$ cat src/rtl/sd_sched_pkg.sv
// Shared types and helpers for the multi-track SD sector scheduler.
//   sched_state_t   : scheduler FSM states
//   SD_SECTOR_BYTES : bytes per SD block
//   track_base()    : first sector of a track's reserved region
package sd_sched_pkg;

  typedef enum logic [1:0] {
    IDLE      = 2'd0,
    ISSUE     = 2'd1,
    WAIT_BUSY = 2'd2,
    WAIT_DONE = 2'd3
  } sched_state_t;

  localparam int unsigned SD_SECTOR_BYTES = 512;

  // Base sector of track 'id' when each track owns 'sectors' sectors.
  function automatic logic [63:0] track_base(input int unsigned id,
                                             input int unsigned sectors);
    return 64'(id) * 64'(sectors);
  endfunction

endpackage

$ cat src/rtl/sd_track_scheduler_rr_arbiter.sv
// Combinational round-robin arbiter.
//   req_vec   : per-track request levels
//   rr_next   : highest-priority track this round
//   grant_vec : one-hot winner (zero when no requests)
//   grant_id  : index of the winner
//   any       : at least one request present
module rr_arbiter #(
  parameter int NUM_TRACKS = 4,
  parameter int IDW        = $clog2(NUM_TRACKS)
) (
  input  logic [NUM_TRACKS-1:0] req_vec,
  input  logic [IDW-1:0]        rr_next,
  output logic [NUM_TRACKS-1:0] grant_vec,
  output logic [IDW-1:0]        grant_id,
  output logic                  any
);

  always_comb begin
    int unsigned idx;
    logic        found;
    grant_vec = '0;
    grant_id  = '0;
    found     = 1'b0;
    // Scan from rr_next upward, wrapping, and keep the first hit.
    for (int unsigned i = 0; i < NUM_TRACKS; i++) begin
      idx = (int'(rr_next) + i) % NUM_TRACKS;
      if (!found && req_vec[idx]) begin
        found          = 1'b1;
        grant_vec[idx] = 1'b1;
        grant_id       = IDW'(idx);
      end
    end
    any = found;
  end

endmodule

$ cat src/rtl/sd_track_scheduler.sv
// Round-robin scheduler sharing one SD read/write command port between
// several audio tracks, each owning a contiguous sector region.
//   clk, rst          : system clock, synchronous active-high reset
//   req/req_write     : per-track request level and direction (1 = write)
//   rewind            : per-track pulse clearing that track's sector pointer
//   grant/done/wrapped: per-track one-cycle status pulses
//   active/active_id  : SD port ownership, grant cycle through done cycle
//   sd_ready          : SD controller idle
//   sd_rd/sd_wr       : one-cycle commands, sd_addr: sector for the command
module sd_track_scheduler
  import sd_sched_pkg::*;
#(
  parameter int NUM_TRACKS    = 4,
  parameter int TRACK_SECTORS = 65536,
  parameter int ADDR_WIDTH    = 32
) (
  input  logic                          clk,
  input  logic                          rst,
  input  logic [NUM_TRACKS-1:0]         req,
  input  logic [NUM_TRACKS-1:0]         req_write,
  input  logic [NUM_TRACKS-1:0]         rewind,
  output logic [NUM_TRACKS-1:0]         grant,
  output logic [NUM_TRACKS-1:0]         done,
  output logic [NUM_TRACKS-1:0]         wrapped,
  output logic [$clog2(NUM_TRACKS)-1:0] active_id,
  output logic                          active,
  input  logic                          sd_ready,
  output logic                          sd_rd,
  output logic                          sd_wr,
  output logic [ADDR_WIDTH-1:0]         sd_addr
);

  localparam int IDW = $clog2(NUM_TRACKS);
  localparam int PW  = $clog2(TRACK_SECTORS);

  sched_state_t          state_q;
  logic [IDW-1:0]        id_q, rr_next_q, active_id_q;
  logic                  dir_q, rwd_pend_q, active_q, sd_rd_q, sd_wr_q;
  logic [NUM_TRACKS-1:0] grant_q, done_q, wrapped_q;
  logic [ADDR_WIDTH-1:0] sd_addr_q, sd_addr_d;
  logic [PW-1:0]         ptr_q [NUM_TRACKS];
  logic [PW-1:0]         ptr_d [NUM_TRACKS];
  logic [NUM_TRACKS-1:0] wrap_d;

  logic [NUM_TRACKS-1:0] arb_vec;
  logic [IDW-1:0]        arb_id;
  logic                  arb_any;
  logic                  complete;

  rr_arbiter #(.NUM_TRACKS(NUM_TRACKS), .IDW(IDW)) u_arb (
    .req_vec  (req),
    .rr_next  (rr_next_q),
    .grant_vec(arb_vec),
    .grant_id (arb_id),
    .any      (arb_any)
  );

  assign complete = (state_q == WAIT_DONE) && sd_ready;

  // The owning track's pointer only moves at completion; a rewind seen
  // earlier in the transfer is parked in rwd_pend_q and wins over +1 there.
  always_comb begin
    logic busy;
    wrap_d = '0;
    for (int unsigned i = 0; i < NUM_TRACKS; i++) begin
      ptr_d[i] = ptr_q[i];
      busy = (state_q != IDLE) && (int'(id_q) == i);
      if (busy) begin
        if (complete) begin
          if (rewind[i] || rwd_pend_q) begin
            ptr_d[i] = '0;
          end else begin
            ptr_d[i]  = ptr_q[i] + 1'b1;
            wrap_d[i] = &ptr_q[i];
          end
        end
      end else if (rewind[i]) begin
        ptr_d[i] = '0;
      end
    end
  end

  // Address for a grant uses the post-rewind pointer so a same-cycle
  // rewind of the winner is honoured.
  assign sd_addr_d = ADDR_WIDTH'(track_base(32'(arb_id), TRACK_SECTORS)
                                 + 64'(ptr_d[arb_id]));

  always_ff @(posedge clk) begin
    if (rst) begin
      state_q     <= IDLE;
      id_q        <= '0;
      rr_next_q   <= '0;
      active_id_q <= '0;
      dir_q       <= 1'b0;
      rwd_pend_q  <= 1'b0;
      active_q    <= 1'b0;
      sd_rd_q     <= 1'b0;
      sd_wr_q     <= 1'b0;
      grant_q     <= '0;
      done_q      <= '0;
      wrapped_q   <= '0;
      sd_addr_q   <= '0;
      for (int unsigned i = 0; i < NUM_TRACKS; i++) ptr_q[i] <= '0;
    end else begin
      grant_q   <= '0;
      done_q    <= '0;
      wrapped_q <= '0;
      sd_rd_q   <= 1'b0;
      sd_wr_q   <= 1'b0;
      for (int unsigned i = 0; i < NUM_TRACKS; i++) ptr_q[i] <= ptr_d[i];
      if (state_q != IDLE && rewind[id_q]) rwd_pend_q <= 1'b1;

      case (state_q)
        IDLE: begin
          if (arb_any && sd_ready) begin
            id_q        <= arb_id;
            dir_q       <= req_write[arb_id];
            grant_q     <= arb_vec;
            active_q    <= 1'b1;
            active_id_q <= arb_id;
            sd_addr_q   <= sd_addr_d;
            rwd_pend_q  <= 1'b0;
            state_q     <= ISSUE;
          end else begin
            active_q <= 1'b0;
          end
        end
        ISSUE: begin
          sd_wr_q <= dir_q;
          sd_rd_q <= ~dir_q;
          state_q <= WAIT_BUSY;
        end
        WAIT_BUSY: begin
          if (!sd_ready) state_q <= WAIT_DONE;
        end
        WAIT_DONE: begin
          if (sd_ready) begin
            done_q    <= NUM_TRACKS'(1) << id_q;
            wrapped_q <= wrap_d;
            rr_next_q <= (int'(id_q) == NUM_TRACKS - 1) ? '0 : id_q + 1'b1;
            state_q   <= IDLE;
          end
        end
        default: state_q <= IDLE;
      endcase
    end
  end

  assign grant     = grant_q;
  assign done      = done_q;
  assign wrapped   = wrapped_q;
  assign active    = active_q;
  assign active_id = active_id_q;
  assign sd_rd     = sd_rd_q;
  assign sd_wr     = sd_wr_q;
  assign sd_addr   = sd_addr_q;

endmodule

$ cat config.mk
export PLATFORM = sky130hd
export DESIGN_NAME = sd_track_scheduler
export DESIGN_NICKNAME = d
export VERILOG_FILES = /design/src/rtl/sd_sched_pkg.sv /design/src/rtl/sd_track_scheduler_rr_arbiter.sv /design/src/rtl/sd_track_scheduler.sv
export SDC_FILE = /design/constraint.sdc
export NUM_CORES = 1
export LEC_CHECK = 0
export BUFFER_PORTS_ARGS = -buffer_cell sky130_fd_sc_hd__buf_2
export CORE_ASPECT_RATIO = 1.75
export CORE_UTILIZATION = 45
export DETAILED_ROUTE_END_ITERATION = 6
export PLACE_DENSITY = 0.61
export SYNTH_ARGS = -nofsm -noshare
export SYNTH_HDL_FRONTEND = slang
export SYNTH_HIERARCHICAL = 1
export SYNTH_SLANG_ARGS = --single-unit
$ cat constraint.sdc
create_clock -name clk -period 3.65 [get_ports clk]
set_input_delay 0.9125 -clock clk [delete_from_list [all_inputs] [get_ports clk]]
set_output_delay 0.9125 -clock clk [all_outputs]
set_load 0.01 [all_outputs]
==> flow_metrics.tcl <==
set metrics [dict create \
    post_cts.resized_instances 0 \
    grt_overflow_total 0 \
    standby_leakage_power_uw 0.00271 \
    final-hold-violation-count 0 \
    vias_in_the_first_global_route 5990 \
    synthDominantCellAreaShare 0.328 \
    clock_sink_count 103 \
    cts-htree-levels 3 \
    tritoncts "built" \
    crit_type "flip-flop to flip-flop" \
    syn2layout_area_growth_pct 11.2 \
    postSynthAreaPerCell_um2 8.01 \
    cts_max_path_buffers 2 \
    cap_violations 0 \
    cts_made_buffers 9 \
    die_w_um 91.3 \
    slew-limit-headroom 0.528 \
    design.die.area_um2 14500 \
    antenna_found_initial 0 \
    power_density_nw_per_um2 450 \
    crit_path_max_fanout 10 \
    io_port_bufs 49 \
    layout_min_cycle_time_ns 3.25 \
    placed_area_um2 6670 \
    drc_violations_left 0 \
    detailed_router_iteration_count_before_antenna_repair 5 \
    synth_top_area_cell "sky130_fd_sc_hd__dfxtp_1" \
    grt_pass1_wl_mm 32.1 \
    regToRegSetupSlack_ns 0.40 \
    worst_ep_arrival_time_ns 3.50 \
    actual_slew_at_the_worst_max_slew_pin_ns 0.708 \
    core_area_um2 13500 \
    setup-tns-final_ns 0 \
    route.detailed.vias_per_inst 6.40 \
    wl_per_cell_um 20.6 \
    route.final.wire_length_mm 20.6 \
    clk_latency_ns 0.35 \
    synth_seq_area_share 0.328 \
    pin_count 64 \
    cts_root_buf "sky130_fd_sc_hd__clkbuf_16" \
    num_rows 56 \
    ctsHoldBuffers 0 \
    max-vdd-ir-drop_uv 225 \
    rsz0062_at_grt "no" \
    critPathLaunchType "flip-flop" \
    postRouteAntennaNets 0 \
    min_period_over_period 0.890 \
    gr-usage-all-layers 0.288 \
    layout.cell_area.non_filler_um2 6980 \
    status "finished, final reports clean" \
    via_count 6380 \
    dpl.hpwl_mm 15.5 \
    design.final.nets 851 \
    hold_path.class "flip-flop to flip-flop" \
    post-cts-setup-buffer-count 0 \
    clk_pin_slew_worst_paths_ns 0.07 \
    setup_viol_count_final 0 \
    drive_above_1_share 0.134 \
    timing.critical_path.to_type "flip-flop" \
    max_transition_viols_final 0 \
    max_clock_freq_mhz 308 \
    insertedDiodeCount 0 \
    required_ns 3.90 \
    start_util 0.465 \
    finalClockSkew_ns 0.00699 \
    final.hold.worst_slack_ns 0.465 \
    syn-instance-count 784 \
    asyncSetResetFlopFracSynth 0 \
    dr_iter_0_viols 436 \
    synth_most_common_cell "sky130_fd_sc_hd__dfxtp_1" \
    postSynth.topFlopCell "sky130_fd_sc_hd__dfxtp_1" \
    maximum_number_of_pins_on_one_net_before_global_route_repair 64 \
    yosys-top-cells-area "sky130_fd_sc_hd__dfxtp_1, sky130_fd_sc_hd__nor2_1, sky130_fd_sc_hd__nand2_1" \
    post_synthesis_cell_type_count 81 \
    globalplace.congestion 0.965 \
    number_of_enable_type_register_cells_in_the_synthesized_netlist 0 \
    synth.ff_latch_count 103 \
    synth_commonest_cells "sky130_fd_sc_hd__dfxtp_1, sky130_fd_sc_hd__nor2_1, sky130_fd_sc_hd__nand2_1" \
    die_height_um 158 \
    mappedNetlistArea_um2 6280 \
    yosysWarnings 6 \
]
[sequential cells by signal (all words and copies together), names as in the netlist, 2 cells and up]
signal,count
sd_addr,17
state_q,2
wrapped,4
ptr_q,64
grant,4
rr_next_q,2
done,4
[metal layers]
| metal | GRT usage | share of wire | vias up |
|---|---|---|---|
| met1 | 0.316 | 0.38 | 3075 |
| li1 | - | - | 2967 |
| met5 | 0 | 0 | - |
| met4 | 0.157 | 0.048 | 0 |
| met3 | 0.0368 | 0.053 | 62 |
| met2 | 0.536 | 0.52 | 276 |
[power breakdown]
| group | internal [uW] | leakage [uW] | switching [uW] |
|---|---|---|---|
| Clock | 618 | 0.000149 | 436 |
| Sequential | 1170 | 0.000831 | 53.3 |
| Combinational | 294 | 0.00173 | 571 |
[layout make-up]
type | count | area [um2]
Clock buffer | 12 | 246
Clock inverter | 3 | 67.6
Fill cell | 1345 | 6540
Inverter | 20 | 75.1
Multi-Input combinational cell | 613 | 3880
Sequential cell | 103 | 2060
Tap cell | 174 | 218
Timing Repair Buffer | 72 | 430
[stage by stage]
step / instances / setup slack [ns] / utilization / total power (uW)
floorplan: 797 / 0.443 / - / 1820
global placement: 982 / 0.220 / 0.493 / 2080
detailed placement: 982 / 0.0777 / 0.493 / 2100
CTS: 997 / 0.413 / 0.516 / 3150
global route: 997 / 0.224 / 0.516 / 3280
finish: 997 / 0.400 / 0.516 / 3150
[cells in the final DEF, fill, tap and decap left out, types with 14 or more instances in the layout]
cell type and count:
sky130_fd_sc_hd__conb_1 14, sky130_fd_sc_hd__nand3_1 26, sky130_fd_sc_hd__buf_4 22, sky130_fd_sc_hd__a22oi_1 14, sky130_fd_sc_hd__ha_1 17, sky130_fd_sc_hd__nand2_1 66
sky130_fd_sc_hd__nor2b_1 15, sky130_fd_sc_hd__inv_1 20, sky130_fd_sc_hd__a21oi_1 47, sky130_fd_sc_hd__buf_2 49, sky130_fd_sc_hd__and3_1 17, sky130_fd_sc_hd__nand4_1 14
sky130_fd_sc_hd__nand2b_1 15, sky130_fd_sc_hd__o22ai_1 14, sky130_fd_sc_hd__nor4_1 16, sky130_fd_sc_hd__nor3_1 14, sky130_fd_sc_hd__o21ai_0 36, sky130_fd_sc_hd__a31oi_1 20
sky130_fd_sc_hd__nor2_1 89, sky130_fd_sc_hd__dfxtp_1 103
[kinds of logic after synthesis]
family / share of synthesized area
AND/OR/NAND/NOR: 0.282
AO/OA/AOI/OAI: 0.248
flip-flops: 0.328
buffers and inverters: 0.0635
adder cells (fa/ha/maj): 0.0339
multiplexers: 0.0388
XOR/XNOR: 0.00558
other: 0.000597
[worst max-delay path, cell delays in order, from the launching register on]
cell and delay (ns):
sky130_fd_sc_hd__dfxtp_1 0.44, sky130_fd_sc_hd__inv_1 0.10, sky130_fd_sc_hd__ha_1 0.38, sky130_fd_sc_hd__mux4_2 0.45
sky130_fd_sc_hd__nand2b_1 0.19, sky130_fd_sc_hd__o221ai_1 0.15, sky130_fd_sc_hd__a32o_1 0.33, sky130_fd_sc_hd__nand2b_1 0.26
sky130_fd_sc_hd__a211oi_1 0.08, sky130_fd_sc_hd__or4_1 0.54, sky130_fd_sc_hd__a221oi_1 0.23
[worst paths after layout]
check | startpoint | endpoint | cells after the start
worst min register to register | ptr_q[3][15] | wrapped[3] | 2
worst max register to register | rr_next_q[0] | sd_addr[10] | 10
worst min-delay path | ptr_q[3][15] | wrapped[3] | 2
worst max-delay path | rr_next_q[0] | sd_addr[10] | 10
(Power assumes the default switching activity.)
